<file path="src/rtl/ctrl_pkg.sv">
// Shared definitions for the hardwired control sequencer: states, IR opcodes, field slices.
// No logic of its own; alu_op and the opcode class predicates are pure combinational helpers.
// Not applicable: holds declarations only, with no handshakes.
package ctrl_pkg;

    typedef enum logic [3:0] {
        ST_IDLE   = 4'd0,
        ST_T0     = 4'd1,
        ST_T1     = 4'd2,
        ST_T2     = 4'd3,
        ST_T3     = 4'd4,
        ST_T4     = 4'd5,
        ST_T5     = 4'd6,
        ST_T6     = 4'd7,
        ST_HALTED = 4'd8
    } state_t;

    localparam logic [4:0] OP_ADD  = 5'b00011;
    localparam logic [4:0] OP_SUB  = 5'b00100;
    localparam logic [4:0] OP_AND  = 5'b00101;
    localparam logic [4:0] OP_OR   = 5'b00110;
    localparam logic [4:0] OP_ROR  = 5'b00111;
    localparam logic [4:0] OP_ROL  = 5'b01000;
    localparam logic [4:0] OP_SHR  = 5'b01001;
    localparam logic [4:0] OP_SHRA = 5'b01010;
    localparam logic [4:0] OP_SHL  = 5'b01011;
    localparam logic [4:0] OP_DIV  = 5'b01111;
    localparam logic [4:0] OP_MUL  = 5'b10000;
    localparam logic [4:0] OP_NEG  = 5'b10001;
    localparam logic [4:0] OP_NOT  = 5'b10010;
    localparam logic [4:0] OP_NOP  = 5'b11010;
    localparam logic [4:0] OP_HALT = 5'b11011;

    localparam logic [4:0] ALU_NOP = 5'b01101;
    localparam logic [4:0] ALU_AND = 5'b00000;

    localparam int OP_MSB = 31;
    localparam int OP_LSB = 27;
    localparam int RA_MSB = 26;
    localparam int RA_LSB = 23;
    localparam int RB_MSB = 22;
    localparam int RB_LSB = 19;
    localparam int RC_MSB = 18;
    localparam int RC_LSB = 15;

    // The ALU encodes AND as zero; every other operation shares the IR opcode value.
    function automatic logic [4:0] alu_op(input logic [4:0] op);
        return (op == OP_AND) ? ALU_AND : op;
    endfunction

    function automatic logic is_three_op(input logic [4:0] op);
        return op inside {OP_ADD, OP_SUB, OP_AND, OP_OR, OP_ROR,
                          OP_ROL, OP_SHR, OP_SHRA, OP_SHL};
    endfunction

    function automatic logic is_muldiv(input logic [4:0] op);
        return (op == OP_MUL) || (op == OP_DIV);
    endfunction

    function automatic logic is_unary(input logic [4:0] op);
        return (op == OP_NEG) || (op == OP_NOT);
    endfunction

endpackage

</file>
<file path="src/rtl/reg_select.sv">
// 4-bit register index to one-hot enable decoder, gated by en.
// Purely combinational, zero latency.
// No flow control; indices at or beyond NREGS decode to all zeros.
module reg_select #(
    parameter int NREGS = 16
) (
    input  logic [3:0]       sel,
    input  logic             en,
    output logic [NREGS-1:0] onehot
);

    for (genvar i = 0; i < NREGS; i++) begin : g_dec
        assign onehot[i] = en && (int'(sel) == i);
    end

endmodule

</file>
<file path="src/rtl/ctrl_sequencer.sv">
// Hardwired fetch/decode/execute sequencer driving the datapath control strobes.
// Strobes are a Moore decode of state and IR; 4-7 clocks per instruction from T0.
// No backpressure: one T-state per clock; only clear leaves HALTED.
module ctrl_sequencer
    import ctrl_pkg::*;
#(
    parameter int NREGS = 16
) (
    input  logic             clock,
    input  logic             clear,
    input  logic             start,
    input  logic [31:0]      IR,
    output logic             PCout,
    output logic             PCin,
    output logic             IncPC,
    output logic             MARin,
    output logic             Read,
    output logic             MDRin,
    output logic             MDRout,
    output logic             IRin,
    output logic             Yin,
    output logic             Zin,
    output logic             Zlowout,
    output logic             Zhighout,
    output logic             HIin,
    output logic             LOin,
    output logic [NREGS-1:0] Rin,
    output logic [NREGS-1:0] Rout,
    output logic [4:0]       opcode,
    output logic             run,
    output logic             illegal
);

    state_t     state;
    logic [4:0] op;
    logic [3:0] ra;
    logic [3:0] rb;
    logic [3:0] rc;
    logic       three_op;
    logic       muldiv;
    logic       unary;
    logic       rin_en;
    logic       rout_en;
    logic [3:0] rout_sel;
    logic       unused_ir_bits;

    assign op       = IR[OP_MSB:OP_LSB];
    assign ra       = IR[RA_MSB:RA_LSB];
    assign rb       = IR[RB_MSB:RB_LSB];
    assign rc       = IR[RC_MSB:RC_LSB];
    assign three_op = is_three_op(op);
    assign muldiv   = is_muldiv(op);
    assign unary    = is_unary(op);
    assign unused_ir_bits = ^IR[RC_LSB-1:0];

    always_ff @(posedge clock or posedge clear) begin
        if (clear) begin
            state <= ST_IDLE;
        end else begin
            case (state)
                ST_IDLE:   state <= start ? ST_T0 : ST_IDLE;
                ST_T0:     state <= ST_T1;
                ST_T1:     state <= ST_T2;
                ST_T2:     state <= ST_T3;
                ST_T3: begin
                    if (three_op || muldiv || unary)
                        state <= ST_T4;
                    else if (op == OP_HALT)
                        state <= ST_HALTED;
                    else
                        state <= ST_T0;
                end
                ST_T4:     state <= (three_op || muldiv) ? ST_T5 : ST_T0;
                ST_T5:     state <= muldiv ? ST_T6 : ST_T0;
                ST_T6:     state <= ST_T0;
                ST_HALTED: state <= ST_HALTED;
                default:   state <= ST_IDLE;
            endcase
        end
    end

    always_comb begin
        PCout    = 1'b0;
        PCin     = 1'b0;
        IncPC    = 1'b0;
        MARin    = 1'b0;
        Read     = 1'b0;
        MDRin    = 1'b0;
        MDRout   = 1'b0;
        IRin     = 1'b0;
        Yin      = 1'b0;
        Zin      = 1'b0;
        Zlowout  = 1'b0;
        Zhighout = 1'b0;
        HIin     = 1'b0;
        LOin     = 1'b0;
        opcode   = ALU_NOP;
        illegal  = 1'b0;
        rin_en   = 1'b0;
        rout_en  = 1'b0;
        rout_sel = rb;
        run      = (state != ST_IDLE) && (state != ST_HALTED);

        case (state)
            ST_T0: begin
                PCout = 1'b1;
                MARin = 1'b1;
                IncPC = 1'b1;
                Zin   = 1'b1;
            end
            ST_T1: begin
                Zlowout = 1'b1;
                PCin    = 1'b1;
                Read    = 1'b1;
                MDRin   = 1'b1;
            end
            ST_T2: begin
                MDRout = 1'b1;
                IRin   = 1'b1;
            end
            ST_T3: begin
                if (three_op || muldiv) begin
                    rout_en = 1'b1;
                    Yin     = 1'b1;
                end else if (unary) begin
                    rout_en = 1'b1;
                    Zin     = 1'b1;
                    opcode  = alu_op(op);
                end else if (op != OP_NOP && op != OP_HALT) begin
                    illegal = 1'b1;
                end
            end
            ST_T4: begin
                if (three_op || muldiv) begin
                    rout_en  = 1'b1;
                    rout_sel = rc;
                    Zin      = 1'b1;
                    opcode   = alu_op(op);
                end else if (unary) begin
                    Zlowout = 1'b1;
                    rin_en  = 1'b1;
                end
            end
            ST_T5: begin
                if (three_op) begin
                    Zlowout = 1'b1;
                    rin_en  = 1'b1;
                end else if (muldiv) begin
                    Zlowout = 1'b1;
                    LOin    = 1'b1;
                end
            end
            ST_T6: begin
                if (muldiv) begin
                    Zhighout = 1'b1;
                    HIin     = 1'b1;
                end
            end
            default: ;
        endcase
    end

    reg_select #(.NREGS(NREGS)) u_rin_sel (
        .sel    (ra),
        .en     (rin_en),
        .onehot (Rin)
    );

    reg_select #(.NREGS(NREGS)) u_rout_sel (
        .sel    (rout_sel),
        .en     (rout_en),
        .onehot (Rout)
    );

endmodule

</file>
<file path="config.mk">
export PLATFORM = sky130hd
export DESIGN_NAME = ctrl_sequencer
export DESIGN_NICKNAME = d
export VERILOG_FILES = /design/src/rtl/ctrl_pkg.sv /design/src/rtl/reg_select.sv /design/src/rtl/ctrl_sequencer.sv
export SDC_FILE = /design/constraint.sdc
export NUM_CORES = 1
export LEC_CHECK = 0
export ABC_AREA = 1
export BUFFER_PORTS_ARGS = -buffer_cell sky130_fd_sc_hd__buf_2
export CELL_PAD_IN_SITES_DETAIL_PLACEMENT = 0
export CELL_PAD_IN_SITES_GLOBAL_PLACEMENT = 1
export CORE_MARGIN = 2
export CORE_UTILIZATION = 24
export CTS_BUF_LIST = sky130_fd_sc_hd__clkbuf_8
export DETAILED_ROUTE_END_ITERATION = 10
export GPL_ROUTABILITY_DRIVEN = 0
export PLACE_DENSITY_LB_ADDON = 0.12
export SYNTH_ARGS = -nofsm -noshare
export SYNTH_HDL_FRONTEND = slang
export SYNTH_SLANG_ARGS = --single-unit
</file>
<file path="constraint.sdc">
create_clock -name clock -period 4.9 [get_ports clock]
set_input_delay 0.98 -clock clock [delete_from_list [all_inputs] [get_ports clock]]
set_output_delay 0.98 -clock clock [all_outputs]
set_load 0.01 [all_outputs]
</file>
==> impl_metrics.csv, run 1 <==
group,metric,value,unit
outcome,status,"finished, final reports clean",
synth,synth_area,931,um^2
synth,synthXorXnorAreaFrac,0,%
clocking,clockRootBuffer,"clkbuf_8",
timing,finClkSkew,0.00183,ns
global_routing,antenna_found_initial,0,
critical_path,arrival,2.39,ns
timing,finalHoldViolations,0,
finish,top_register,"state",
clocking,cts_max_level,1,
synth,synth_compound_area_share,8.60,%
finish,multi_input_area,658,um^2
clocking,cts_sinks,4,
placement,placedInstanceArea,1290,um^2
synth,syn_area_per_cell,5.23,um^2
drt,avgRoutedWirePerCell,10.5,um
die,rows,22,
global_routing,grt_max_degree,15,
synth,ys_seq_area_share,10.8,%
placement,dpl.hpwl,2650,um
placement,numPortBuffers,72,
die,pin_count,88,
drt,routed_via_density,4.32,
synth,ys_ff_latch,4,
die,die_y,66.3,um
critical_path,path_class,"in2out",
hold_path,hold_class,"reg2reg",
timing,rsz0062_at_grt,"false",
power,vdd_drop_max,0.0888,mV
timing,holdWs,0.553,ns
timing,fin_crit_sh,68.8,%
timing,fin_crit,3.37,ns
synth,synth_fa_ha_area_share,0,%
clocking,cts_setup_buffers,0,
drt,ant_nets,0,
drt,route.detailed.drc,0,
timing,final-max-slew-violation-count,0,
power,power_density,326,nW/um^2
finish,finalInstanceArea,1340,um^2
finish,drive_gt1_share,37.8,%
die,initial_utilization,25.2,%
critical_path,rrSetupSlack,3.46,ns
finish,design.final.nets,283,
drt,drt_iter0_drc,51,
clocking,cts-buffers-inserted,3,
clocking,cts_tree,"done",
critical_path,path_cells,"buf_2, a21oi_1, nand2_2, nand3_4, nand2_4, inv_1, nand2_1, nand2_1, nand2_1, nor2_1, buf_2",
synth,synth_nets,213,
critical_path,crit_path_end_kind,"output pin",
finish,fill_cells,478,
clocking,clockBufferDepth,2,
synth,synth_mux_area_share,0,%
run,max_cap_viol_count,0,
finish,largest_reg_flops,4,
timing,max_freq,297,MHz
global_routing,grtUsageTotal,14.2,%
synth,synthDistinctLibCells,27,
clocking,postCtsHoldBufs,0,
die,dieArea,4390,um^2
finish,antenna_cells,0,
global_routing,grt.overflow.total,0,
synth,ys.warnings.count,0,
global_routing,grt_pass1_vias,1090,
synth,synth_top_family_by_area,"simple AND/OR/NAND/NOR gates",
timing,setup_viol,0,
timing,relSlewSlack,70.3,%
finish,area_growth,43.5,%
critical_path,critical_path.slowest_cell,"a21oi_1",
clocking,cts_resized,0,
critical_path,path_max_fanout,14,
synth,syn-instance-count,178,
critical_path,cp_common_cell,"nand2_1",
die,chipWidth,66.3,um
global_routing,grt_first_pass_wirelength,4910,um
finish,seq_area,100,um^2
timing,tightest_slew,0.442,ns
clocking,clk_latency,0.22,ns
critical_path,worstPathRequired,3.92,ns
critical_path,start_kind,"input pin",
drt,finalWirelength,3080,um
critical_path,crit_buf_inv,3,
critical_path,max_stage_delay,0.23,ns
clocking,clk_pin_slew_worst_paths,0.03,ns
drt,first_pass_iters,4,
synth,synthSimpleGateAreaFrac,62.1,%
critical_path,path_delay_family,"simple AND/OR/NAND/NOR gates",
power,power.leakage,0.896,nW
drt,vias,1269,
timing,tns,0,ns
finish,reg_top3,"state (4)",
die,coreArea,3690,um^2
==> power by group <==
group	internal [mW]	switching, mW	total [mW]	leakage, nW
clock	0.0525	0.0191	0.0717	0.0216
combinational	0.106	0.187	0.293	0.823
sequential	0.0497	0.0222	0.0719	0.0517
==> layout make-up <==
type	instances	area share, %
Sequential cell	4	7.49
Timing Repair Buffer	72	27.0
Clock buffer	3	3.09
Tap cell	48	4.49
Inverter	31	8.71
Multi-Input combinational cell	136	49.3
==> placed cells by master (no fill, tap or decap), types with 2 or more instances in the layout <==
cell and count:
inv_2 3, nand2_2 4, nor3_1 4, dfrtp_1 4
nand2_1 45, nand3_1 11, nor2_1 46, nand4_1 3
nor2_2 2, clkbuf_8 3, o211ai_1 2, a21oi_1 3
nand3_2 4, buf_2 72, inv_1 28
==> metrics by stage <==
| stage | total power [mW] | cells | util (%) | worst slack (ns) |
|---|---|---|---|---|
| after global routing | 0.480 | 294 | 36.2 | 1.28 |
| after global placement | 0.370 | 291 | 35.1 | 1.47 |
| after floorplan | 0.292 | 178 | - | 1.88 |
| after detailed placement | 0.368 | 291 | 35.1 | 1.48 |
| after CTS | 0.441 | 294 | 36.2 | 1.48 |
| final | 0.436 | 294 | 36.2 | 1.53 |
==> cell families (layout without fill, tap and decap cells) <==
family                 count (synthesis)  after routing
AOI/OAI and AO/OA                     11             11
buffers and inverters                 38            106
DFF                                    4              4
and+or+nand+nor                      125            125
==> synth_stat cells <==
library cell,count,area share (%)
or3_1,1,0.67
buf_4,6,4.8
nor3_1,4,2.2
o21ai_4,1,1.7
o211ai_1,2,1.6
nand3_4,1,1.9
nor2_1,46,19
nand4_1,3,2.0
dfrtp_1,4,11
inv_2,3,1.2
o21ai_0,1,0.54
nand3_1,11,5.9
inv_1,28,11
a211o_2,1,1.1
buf_6,1,1.2
a21oi_1,3,1.6
a22oi_1,1,0.81
a31oi_1,1,0.67
nor3_4,1,1.7
nor2_2,2,1.3
nor4_1,1,0.67
nand2_1,45,18
nand3_2,4,4.3
nand2_2,4,2.7
nand3b_1,1,0.81
nand2_4,1,1.2
o21ai_1,1,0.54
==> worst register-to-register path: stages, from the launching register on <==
cell      delay [ns]
dfrtp_1         0.42
nor2_2          0.16
inv_2           0.07
nor3_4          0.31
nand2_4         0.20
nand2_1         0.09
inv_1           0.05
nand3b_1        0.07
==> path summary, 6_finish.rpt <==
kind                                    startpoint  cells after the start                 end
worst min-delay path            state[3]$_DFF_PP0_                      1  state[3]$_DFF_PP0_
worst min register to register  state[3]$_DFF_PP0_                      1  state[3]$_DFF_PP0_
min in group asynchronous                    clear                      2  state[1]$_DFF_PP0_
worst max-delay path                        IR[30]                     11             Rout[7]
worst max register to register  state[3]$_DFF_PP0_                      7  state[2]$_DFF_PP0_
max in group asynchronous                    clear                      2  state[0]$_DFF_PP0_
==> metal layers <==
| layer | part of all wire, % | track usage (%) |
|---|---|---|
| met5 | 0 | 0 |
| met4 | 1.1 | 4.59 |
| met3 | 4.6 | 2.04 |
| met2 | 45 | 22.8 |
| met1 | 49 | 19.3 |
(Power assumes the default switching activity.)
==> run 2: changes to the inputs <==
Settings changed: CORE_UTILIZATION 24 to 20.
Clock period 4.9 ns to 3 ns, I/O delays scaled along.
==> impl_metrics.csv, run 2 (same netlist as run 1, synthesis figures left out) <==
group,metric,value,unit
outcome,status,"finished, final reports clean",
timing,finClkSkew,0.00372,ns
power,vdd_drop_max,0.214,mV
timing,holdWs,0.262,ns
timing,finalHoldViolations,0,
clocking,clockRootBuffer,"clkbuf_8",
clocking,postCtsHoldBufs,0,
critical_path,path_cells,"buf_2, nor2_2, nand2_1, nand2_2, nand3_4, nand2_4, inv_1, a21oi_1, nand2_1, buf_2",
placement,numPortBuffers,72,
timing,final-max-slew-violation-count,0,
drt,first_pass_iters,4,
clocking,cts_resized,0,
clocking,clk_latency,0.21,ns
clocking,cts_max_level,1,
finish,drive_gt1_share,37.8,%
finish,layout_common_cells,"72 x buf_2, 46 x nor2_1, 45 x nand2_1",
drt,finalWirelength,3200,um
timing,max_freq,376,MHz
critical_path,path_max_fanout,14,
global_routing,grt_max_degree,15,
die,rows,24,
critical_path,critical_path.slowest_cell,"a21oi_1",
run,max_cap_viol_count,0,
drt,ant_nets,0,
timing,tns,0,ns
drt,drt_iter0_drc,47,
finish,design.final.nets,283,
finish,top_register,"state",
die,chipWidth,72.2,um
hold_path,hold_class,"in2async",
critical_path,worstPathRequired,2.40,ns
power,power.leakage,0.896,nW
critical_path,max_stage_delay,0.35,ns
finish,antenna_cells,0,
placement,dpl.hpwl,2830,um
die,die_y,72.2,um
global_routing,grt_pass1_vias,1154,
critical_path,crit_path_end_kind,"output pin",
drt,route.detailed.drc,0,
finish,final_common_cell,"buf_2",
timing,rsz0062_at_grt,"false",
drt,routed_via_density,4.38,
finish,largest_reg_flops,4,
clocking,cts-buffers-inserted,3,
global_routing,grtUsageTotal,11.4,%
timing,setup_ws,0.340,ns
finish,reg_top3,"state (4)",
die,dieArea,5220,um^2
die,pin_count,88,
clocking,cts_setup_buffers,0,
global_routing,grt.overflow.total,0,
clocking,clk_pin_slew_worst_paths,0.03,ns
clocking,cts_sinks,4,
critical_path,crit_buf_inv,3,
placement,pre_cts_slack,0.321,ns
power,power_density,526,nW/um^2
timing,setup_viol,0,
clocking,cts_tree,"done",
critical_path,arrival,2.06,ns
clocking,clockBufferDepth,2,
drt,avgRoutedWirePerCell,10.8,um
global_routing,antenna_found_initial,0,
critical_path,start_kind,"input pin",
timing,fin_crit,2.66,ns
finish,area_growth,44.1,%
critical_path,path_class,"in2out",
drt,vias,1304,
die,initial_utilization,21.1,%
global_routing,grt_first_pass_wirelength,4860,um
die,coreArea,4410,um^2
timing,tightest_slew,0.399,ns
timing,relSlewSlack,73.2,%
timing,fin_crit_sh,88.7,%
critical_path,path_delay_family,"simple AND/OR/NAND/NOR gates",
## run 2: cell counts in the layout (fill, tap and decap cells not counted)
No cell type changed its count.
## run 2: worst paths after layout
path	startpoint	to	slack, ns	depth (start not counted)
worst max register to register	state[3]$_DFF_PP0_	state[2]$_DFF_PP0_	1.56	7
worst min-delay path	clear	state[2]$_DFF_PP0_	0.26	2
min in group clock	state[3]$_DFF_PP0_	state[3]$_DFF_PP0_	0.54	1
max in group asynchronous	clear	state[0]$_DFF_PP0_	2.58	2
worst min register to register	state[3]$_DFF_PP0_	state[3]$_DFF_PP0_	0.54	1
worst max-delay path	IR[29]	Zin	0.34	10
## run 2: metal layers
layer  up-vias  wire length [um]  global-route usage, %
met3         0               202                   1.81
li1        688                 -                      -
met2        43              1430                   19.2
met5         -                 0                      0
met1       573              1570                   16.0
met4         0                 0                  0.629
## run 2: layout make-up
| type | instances | area [um^2] |
|---|---|---|
| fill | 539 | 3070 |
| inverter | 31 | 116 |
| tap | 52 | 65.1 |
| timing repair buffer | 72 | 360 |
| clock buffer | 3 | 41.3 |
| multi-input combinational | 136 | 658 |
| sequential | 4 | 100 |
## run 2: per-stage QoR
stage / area (um^2) / utilization (%) / total power, mW / cells
global route: 1340 / 30.4 / 0.778 / 298
finish: 1340 / 30.4 / 0.706 / 298
CTS: 1340 / 30.4 / 0.720 / 298
detailed placement: 1300 / 29.5 / 0.604 / 295
global placement: 1300 / 29.5 / 0.610 / 295
floorplan: 931 / - / 0.476 / 178
## run 2: where the power goes
part	total, mW	switching [mW]	internal (mW)
sequential	0.118	0.0366	0.0811
combinational	0.478	0.306	0.172
clock	0.110	0.0248	0.0852
## run 2: worst register-to-register path: cells and delay by family, from the launching register on
kind / cells / cell delay, ns
buffers and inverters: 2 / 0.12
flip-flops: 1 / 0.42
AND/OR/NAND/NOR: 5 / 0.85
